<file path="config.mk">
export PLATFORM = sky130hd
export DESIGN_NAME = ac97_frame_timer
export DESIGN_NICKNAME = d
export VERILOG_FILES = /design/src/rtl/ac97_pkg.sv /design/src/rtl/ac97_frame_timer.sv
export SDC_FILE = /design/constraint.sdc
export NUM_CORES = 1
export LEC_CHECK = 0
export ABC_AREA = 1
export CAP_MARGIN = 20
export CORE_UTILIZATION = 45
export DETAILED_ROUTE_END_ITERATION = 10
export HOLD_SLACK_MARGIN = 0.08
export PLACE_DENSITY = 0.84
export REMOVE_ABC_BUFFERS = 1
export SLEW_MARGIN = 0
export SYNTH_ARGS = -nofsm -noshare
export SYNTH_HDL_FRONTEND = slang
export SYNTH_SLANG_ARGS = --single-unit
</file>
<file path="constraint.sdc">
create_clock -name clk -period 1.14 [get_ports clk]
set_clock_uncertainty 0.05 [all_clocks]
set_input_delay 0.285 -clock clk [delete_from_list [all_inputs] [get_ports clk]]
set_output_delay 0.285 -clock clk [all_outputs]
set_load 0.02 [all_outputs]
</file>
<file path="src/rtl/ac97_pkg.sv">
// Shared constants, state encoding and slot geometry for the AC97 frame timer.
package ac97_pkg;

  localparam int unsigned FRAME_BITS   = 256;
  localparam int unsigned TAG_BITS     = 16;
  localparam int unsigned SLOT_BITS    = 20;
  localparam int unsigned NUM_IN_SLOTS = 5;
  localparam int unsigned CNT_W        = $clog2(FRAME_BITS);

  typedef enum logic [1:0] {
    ST_IDLE  = 2'd0,
    ST_RUN   = 2'd1,
    ST_DRAIN = 2'd2
  } state_e;

  // Last bit position of slot k within the frame (slot 0 is the tag).
  function automatic int unsigned slot_end(input int unsigned k);
    return TAG_BITS + SLOT_BITS * k - 1;
  endfunction

endpackage

</file>
<file path="src/rtl/ac97_frame_timer.sv">
// AC97 frame timing generator: bit counter, run/drain FSM and registered
// decode of SYNC, slot latch enables, output load strobe and frame start.
module ac97_frame_timer
  import ac97_pkg::*;
#(
  parameter int unsigned LE_DLY   = 2,
  parameter int unsigned SYNC_LEN = 16
) (
  input  logic                    clk,
  input  logic                    rst,
  input  logic                    en,
  output logic                    sync,
  output logic [NUM_IN_SLOTS-1:0] out_le,
  output logic                    ld,
  output logic                    frame_start,
  output logic                    busy,
  output logic [CNT_W-1:0]        bit_cnt
);

  localparam logic [CNT_W-1:0] LAST_BIT = CNT_W'(FRAME_BITS - 1);
  localparam logic [CNT_W-1:0] SYNC_END = CNT_W'(SYNC_LEN);

  state_e                  state_q, state_d;
  logic [CNT_W-1:0]        cnt_q, cnt_d;
  logic [CNT_W-1:0]        bit_cnt_q, bit_cnt_d;
  logic                    sync_q, sync_d;
  logic                    ld_q, ld_d;
  logic                    fs_q, fs_d;
  logic                    busy_q, busy_d;
  logic [NUM_IN_SLOTS-1:0] le_q, le_d;
  logic [NUM_IN_SLOTS-1:0] le_hit;

  // Latch-enable compare points are fixed at elaboration.
  for (genvar k = 0; k < NUM_IN_SLOTS; k++) begin : g_le
    localparam int unsigned LE_POS = slot_end(k) + LE_DLY;
    assign le_hit[k] = (cnt_q == CNT_W'(LE_POS));
  end

  // Next state plus output decode; outputs are registered one cycle after
  // the internal counter, so ld leads the matching frame_start by one cycle.
  always_comb begin
    state_d   = state_q;
    cnt_d     = cnt_q;
    ld_d      = 1'b0;
    busy_d    = (state_q != ST_IDLE);
    bit_cnt_d = cnt_q;
    sync_d    = busy_d && (cnt_q < SYNC_END);
    fs_d      = busy_d && (cnt_q == '0);
    le_d      = busy_d ? le_hit : '0;

    case (state_q)
      ST_IDLE: begin
        cnt_d = '0;
        if (en) begin
          state_d = ST_RUN;
          ld_d    = 1'b1;
        end
      end
      ST_RUN: begin
        cnt_d = cnt_q + CNT_W'(1);
        if (!en) begin
          state_d = ST_DRAIN;
        end else if (cnt_q == LAST_BIT) begin
          ld_d = 1'b1;
        end
      end
      ST_DRAIN: begin
        cnt_d = cnt_q + CNT_W'(1);
        if (cnt_q == LAST_BIT) begin
          state_d = ST_IDLE;
          cnt_d   = '0;
        end
      end
      default: begin
        state_d = ST_IDLE;
        cnt_d   = '0;
      end
    endcase
  end

  always_ff @(posedge clk) begin
    if (rst) begin
      state_q   <= ST_IDLE;
      cnt_q     <= '0;
      bit_cnt_q <= '0;
      sync_q    <= 1'b0;
      ld_q      <= 1'b0;
      fs_q      <= 1'b0;
      busy_q    <= 1'b0;
      le_q      <= '0;
    end else begin
      state_q   <= state_d;
      cnt_q     <= cnt_d;
      bit_cnt_q <= bit_cnt_d;
      sync_q    <= sync_d;
      ld_q      <= ld_d;
      fs_q      <= fs_d;
      busy_q    <= busy_d;
      le_q      <= le_d;
    end
  end

  assign sync        = sync_q;
  assign out_le      = le_q;
  assign ld          = ld_q;
  assign frame_start = fs_q;
  assign busy        = busy_q;
  assign bit_cnt     = bit_cnt_q;

endmodule

</file>
* Word-level counts from Yosys, hierarchy flattened
Index checks and enable logic that the tools add are counted.
Word-level totals: bits in registers 27, input port bits 3
Operators by class: mux-type cells 10, eq/ne operators 11, add/sub/neg operators 1, reductions and logical operators 7, bitwise logic cells 1, order comparisons 1
Operators with widths (count):
- 8-bit by 6-bit == test with 1-bit output, second input constant | 2
- 8-bit by 7-bit == test with 1-bit output, second input constant | 2
- 8-bit one-hot mux with 2 select lines | 1
- 8-bit by 1-bit adder with 8-bit output, second input constant | 1
- 8-bit by 5-bit == test with 1-bit output, second input constant | 1
- 8-bit == test, second input constant | 1
- 8-bit zero test | 1
- 8-bit by 5-bit less-than comparator with 1-bit output, second input constant | 1
- 8-bit two-way mux | 1
- 2-bit two-way mux | 3
- 2-bit inequality test, second input constant | 3
- 2-bit one-hot mux with 3 select lines | 1
- 1-bit two-way mux | 3
- 3-bit AND reduction | 1
- 2-bit by 1-bit == test with 1-bit output, second input constant | 1
- 2-bit == test, second input constant | 1
- 1-bit logical AND | 2
- 2-bit zero test | 1
- 1-bit one-hot mux with 2 select lines | 1
- 2-bit nonzero test | 1
- 2-bit OR reduction | 1
- 1-bit NOT | 1

* Longest topological paths before layout
depth after elaboration 4, depth in mapped cells 8, depth with buffers taken out 8

* Worst setup path after synthesis
Ideal clock, no wire load.
kind register to register, from register cnt_q[0], in the netlist bit_cnt_d[0], to register cnt_q[0], in the netlist bit_cnt_d[0], data required time 0.972 ns, path buffers 0, period minus slack after synthesis 1.255 ns, cell stages (with the launch flop) 9, path slack -0.115 ns, library setup time 0.118 ns, arrival time 1.087 ns, path through dfxtp_1 > ha_1 > inv_1 > nor2_4 > nand2_2 > nand2_4 > nand2_2 > nand3_4 > nor2_1
On the way: word-level cells in the longest chain between the ends 3, elaborated cells between the ends (all ways) 4, those cells by class add/sub: 1; eq/ne: 1; mux: 2
Ends and longest elaborated chain:
- start: declaration | RTL line ac97_frame_timer.sv:24 | logic [CNT_W-1:0] cnt_q, cnt_d;
- start signal: assignment | RTL line ac97_frame_timer.sv:93 | cnt_q <= cnt_d;
- 8-bit by 1-bit adder with 8-bit output or 8-bit == test (tied branches) | RTL line ac97_frame_timer.sv:60, ac97_frame_timer.sv:68, ac97_frame_timer.sv:69
- 8-bit two-way mux | RTL line ac97_frame_timer.sv:69 | if (cnt_q == LAST_BIT) begin
- 8-bit one-hot mux with 2 select lines * | RTL line ac97_frame_timer.sv:51 | case (state_q)
Every way passes the cells marked *; elsewhere a longest branch is shown, timed or not. A chain may end at the register's enable or synchronous reset.

* Worst setup path in the final report
from register cnt_q[2], in the netlist bit_cnt_d[2], to register ld_q, in the netlist ld
On the way: word-level cells in the longest chain between the ends 4
Ends and longest elaborated chain:
- 8-bit == test | RTL line ac97_frame_timer.sv:63 | end else if (cnt_q == LAST_BIT) begin
- 1-bit two-way mux | RTL line ac97_frame_timer.sv:63
- 1-bit two-way mux | RTL line ac97_frame_timer.sv:61 | if (!en) begin
- 1-bit one-hot mux with 2 select lines | RTL line ac97_frame_timer.sv:51
- end signal: assignment | RTL line ac97_frame_timer.sv:96 | ld_q <= ld_d;
- end: declaration | RTL line ac97_frame_timer.sv:27 | logic ld_q, ld_d;
Every way passes these cells.

==> reports/metrics.sh <==
FINAL.FILL_COUNT=145
POST_SYNTH_INSTANCE_AREA_SQ_UM=1060
FMAXACHIEVABLE_GHz=0.796
P_TOTAL_mW=2.98
CLK-INSERTION-DELAY-LATE_NS=0.33
CRIT_PATH_MAX_DELAY_CELL_TYPE='dfxtp_2'
REG2REG_DEPTH=6
DIE_H_UM=50.5
AREA_GROWTH_PCT=63.5
IOS=20
PLACEABLECOREAREA_SQ_UM=2210
PORTBUFFERS=19
PIN_COUNT_OF_THE_BIGGEST_NET_ENTERING_GLOBAL_ROUTING=16
TIMING_WORST_SETUP_PATH_TYPE='flip-flop to flip-flop'
YOSYSUNIQUECELLTYPES=19
POST_LAYOUT_NONFILLER_INSTANCES=201
TRITONCTS='built'
AVGROUTEDWIREPERCELL_UM=14.4
DP_WORST_SETUP_SLACK_NS=-0.388
TIMING_WORST_SLEW_PIN_VALUE_NS=0.254
YS.FLOP_TYPE='dfxtp_1'
WORST_HOLD_PATH.NUM_CELLS=1
SYNTH_AREA_LEADER_CELL='dfxtp_1'
POST_ROUTE_CELLS_DRIVE_ABOVE_1_SHARE_PCT=60.7
LEAKAGE_nW=0.720
GRT_FIRST_PASS_WIRELENGTH_UM=4040
WORST_SETUP_PATH_END_KIND='flip-flop'
FINAL_COMMON_CELL='buf_4'
CP-START-KIND='flip-flop'
CPPEAKSTAGEDELAY_NS=0.41
NUMBER_OF_ENABLE_FLIP_FLOP_CELLS_AFTER_SYNTHESIS=0
SYNTH_TOP_AREA_SHARE_PCT=51.1
GLOBALPLACE.CONGESTION=0.946
PATH_COMMON_CELL='buf_4'
DP.CELLS=191
INSERTEDDIODECOUNT=0
VIAS_PER_CELL=4.89
FINAL-MAX-SLEW-VIOLATION-COUNT=0
ROWS=17
DIE_AREA_SQ_UM=2550
PEAKVDDDROP_uV=1450
WORSTPATHCELLLIST='nand2_2 > nor2_4 > buf_4 > buf_4 > nand3_1 > a21oi_2'
MOSTFREQUENTLAYOUTCELLS='buf_4, dfxtp_2, nor2_1, buf_6'
FINALWORSTSETUPSLACK_NS=-0.117
SYNTH_CELLS=125
SYNTH-COMPOUND-AREA-SHARE_PCT=2.36
CLOCK_ROOT_BUFFER='clkbuf_4'
CTS.SINK_COUNT=27
ASYNC_SET_OR_RESET_REGISTER_RATIO_AFTER_SYNTHESIS_PCT=0
GRT_PASS1_VIAS=972
FINAL.MIN_CLOCK_PERIOD_NS=1.26
YOSYS-MUX-AREA-FRACTION_PCT=0
MAX-CLOCK-PATH-BUFFERS=2
POST_SYNTH.CELL_AREA_AVG_SQ_UM=8.47
RSZ0062_AT_GRT='yes'
REG2REG_FROM='bit_cnt_d[2]$_SDFF_PP0_'
FF2FF_SETUP_SLACK_NS=-0.12
VIAS=983
DOMINANT_COMBINATIONAL_CELL_FAMILY_BY_AREA_AFTER_SYNTHESIS='simple AND/OR/NAND/NOR gates'
NUMBER_OF_H_TREE_LEVELS=1
DIE_W_UM=50.5
GRT_OVERFLOW=0
SYNTH-SIMPLE-AREA-SHARE_PCT=28.1
STATUS='complete, but fails checks'
INITIAL_UTILIZATION_PCT=47.9
ROUTE.ANTENNA.REMAINING_NETS=0
CTS_BUFFERS=3
FINAL-SETUP-VIOL-COUNT=17
DRC=0
HOLDPATHEND='out_le[0]$_SDFF_PP0_'
MAXCAPVIOLCOUNT=0
FAILED_CHECKS='setup timing'
REGTOREGENDPOINT='ld$_SDFF_PP0_'
CRITICAL_PATH_ARRIVAL_NS=1.47
HPWLAFTERDP_UM=1690
DRT_FIRST_ITER_VIOLATIONS=17
CRIT_SHARE_POST_ROUTE_PCT=110
STARTPOINT_OF_THE_LOWEST_SLACK_HOLD_PATH='bit_cnt_d[5]$_SDFF_PP0_'
POST_CTS_HOLD_BUFFER_COUNT=0
FINAL_NET_COUNT=184
GROUTE.USAGE.OVERALL_PCT=21.2
YS.WARNINGS.COUNT=0
FIRST_PASS_ITERS=4
FINALWIRELENGTH_UM=2890
CP.REQUIRED_NS=1.36
CELLPOWERDENSITY_nW_PER_UM2=1720
CTS.REPORTEDPATHS.CLKPINSLEW_NS=0.15
SYNTH-ADDER-AREA-SHARE_PCT=8.27
SYNTH.AREA.TOP_CELLS='dfxtp_1, nor2_1, ha_1'
CRITICAL_PATH_PEAK_FANOUT=4
YOSYS.AREA_SHARE.XOR_XNOR_PCT=2.48
FINALSETUPTNS_NS=-1.36
ANTENNA_FOUND_INITIAL=0
HP-CLASS='flip-flop to flip-flop'
FINALHOLDVIOLCOUNT=0
SLEW-LIMIT-HEADROOM_PCT=83.0
POSTSYNTHREGISTERBITS=27
SYNTH_SEQUENTIAL_AREA_RATIO_PCT=51.1
-- cell families after synthesis --
logic type,after synthesis
XOR/XNOR,3
adder cells (fa/ha/maj),7
flip-flops,27
AND/OR/NAND/NOR,62
AO/OA/AOI/OAI,5
buffers and inverters,21
-- report_power, final --
part	switching, mW	internal (mW)	leakage [nW]	total, mW
Combinational	0.737	0.687	0.473	1.42
Sequential	0.0656	1.06	0.230	1.13
Clock	0.290	0.132	0.0177	0.422
-- final cells by class --
cell class,instances,area (sq um),area share [%]
clock buffer,3,22.5,1.30
clock inverter,1,5.00,0.289
inverter,19,78.8,4.56
multi-input combinational,77,598,34.6
sequential,27,569,32.9
tap,28,35.0,2.02
timing repair buffer,46,422,24.4
-- registers in the layout (all words and copies together) (netlist names) --
register     count
bit_cnt          8
bit_cnt_d        8
busy             1
frame_start      1
ld               1
out_le           5
state_q          2
sync             1
-- routing by layer --
layer  vias to the layer above  wire length [um]  GRT usage, %  share of wire, %
li1                        488                 -             -                 -
met2                        22              1750          40.9                61
met1                       469              1050          22.2                36
met3                         4                69          2.73               2.4
met4                         0                27          9.72              0.93
met5                         -                 0             0                 0
-- per-stage QoR --
stage	util, %	instance area, sq um	hold WS, ns
6_report	78.2	1730	0.438
5_1_grt	78.2	1730	0.428
4_1_cts	69.8	1540	0.428
3_5_place_dp	64.7	1430	0.398
3_3_place_gp	64.7	1430	0.394
2_1_floorplan	-	1050	0.307
-- Yosys cell counts, types with 2 or more instances --
library cell	count
nand3_1	9
inv_1	19
nor3_1	2
ha_1	7
nor2_1	24
nor4_1	3
buf_2	2
a21oi_1	4
xor2_1	2
nand4_1	2
dfxtp_1	27
nand2_2	3
nand2_1	15
-- timing repair --
item | 4_1_cts | 5_1_grt
setup buffers | 3 | 3
cloned | 0 | 0
endpoints found under the hold margin | 0 | 0
endpoints found under the setup margin | 35 | 35
gates resized for setup | 114 | 53
pin swaps | 5 | 6
-- worst max-delay path by stage --
| stage | start | to | depth (start not counted) |
|---|---|---|---|
| floorplan | bit_cnt_d[0]$_SDFF_PP0_ | bit_cnt_d[0]$_SDFF_PP0_ | 8 |
| global placement | en | state_q[1]$_SDFFE_PP0P_ | 6 |
| detailed placement | en | state_q[1]$_SDFFE_PP0P_ | 6 |
| CTS | bit_cnt_d[0]$_SDFF_PP0_ | bit_cnt_d[0]$_SDFF_PP0_ | 8 |
| global route | bit_cnt_d[0]$_SDFF_PP0_ | bit_cnt_d[0]$_SDFF_PP0_ | 8 |
| finish | bit_cnt_d[2]$_SDFF_PP0_ | ld$_SDFF_PP0_ | 6 |
-- critical path: cells and delay by family (launching register included) --
family	cells	cell delay, ns
compound gates	1	0.13
buf+inv	2	0.22
flops	1	0.41
simple gates	3	0.39
Note: power is estimated with default switching activity, not from simulation.
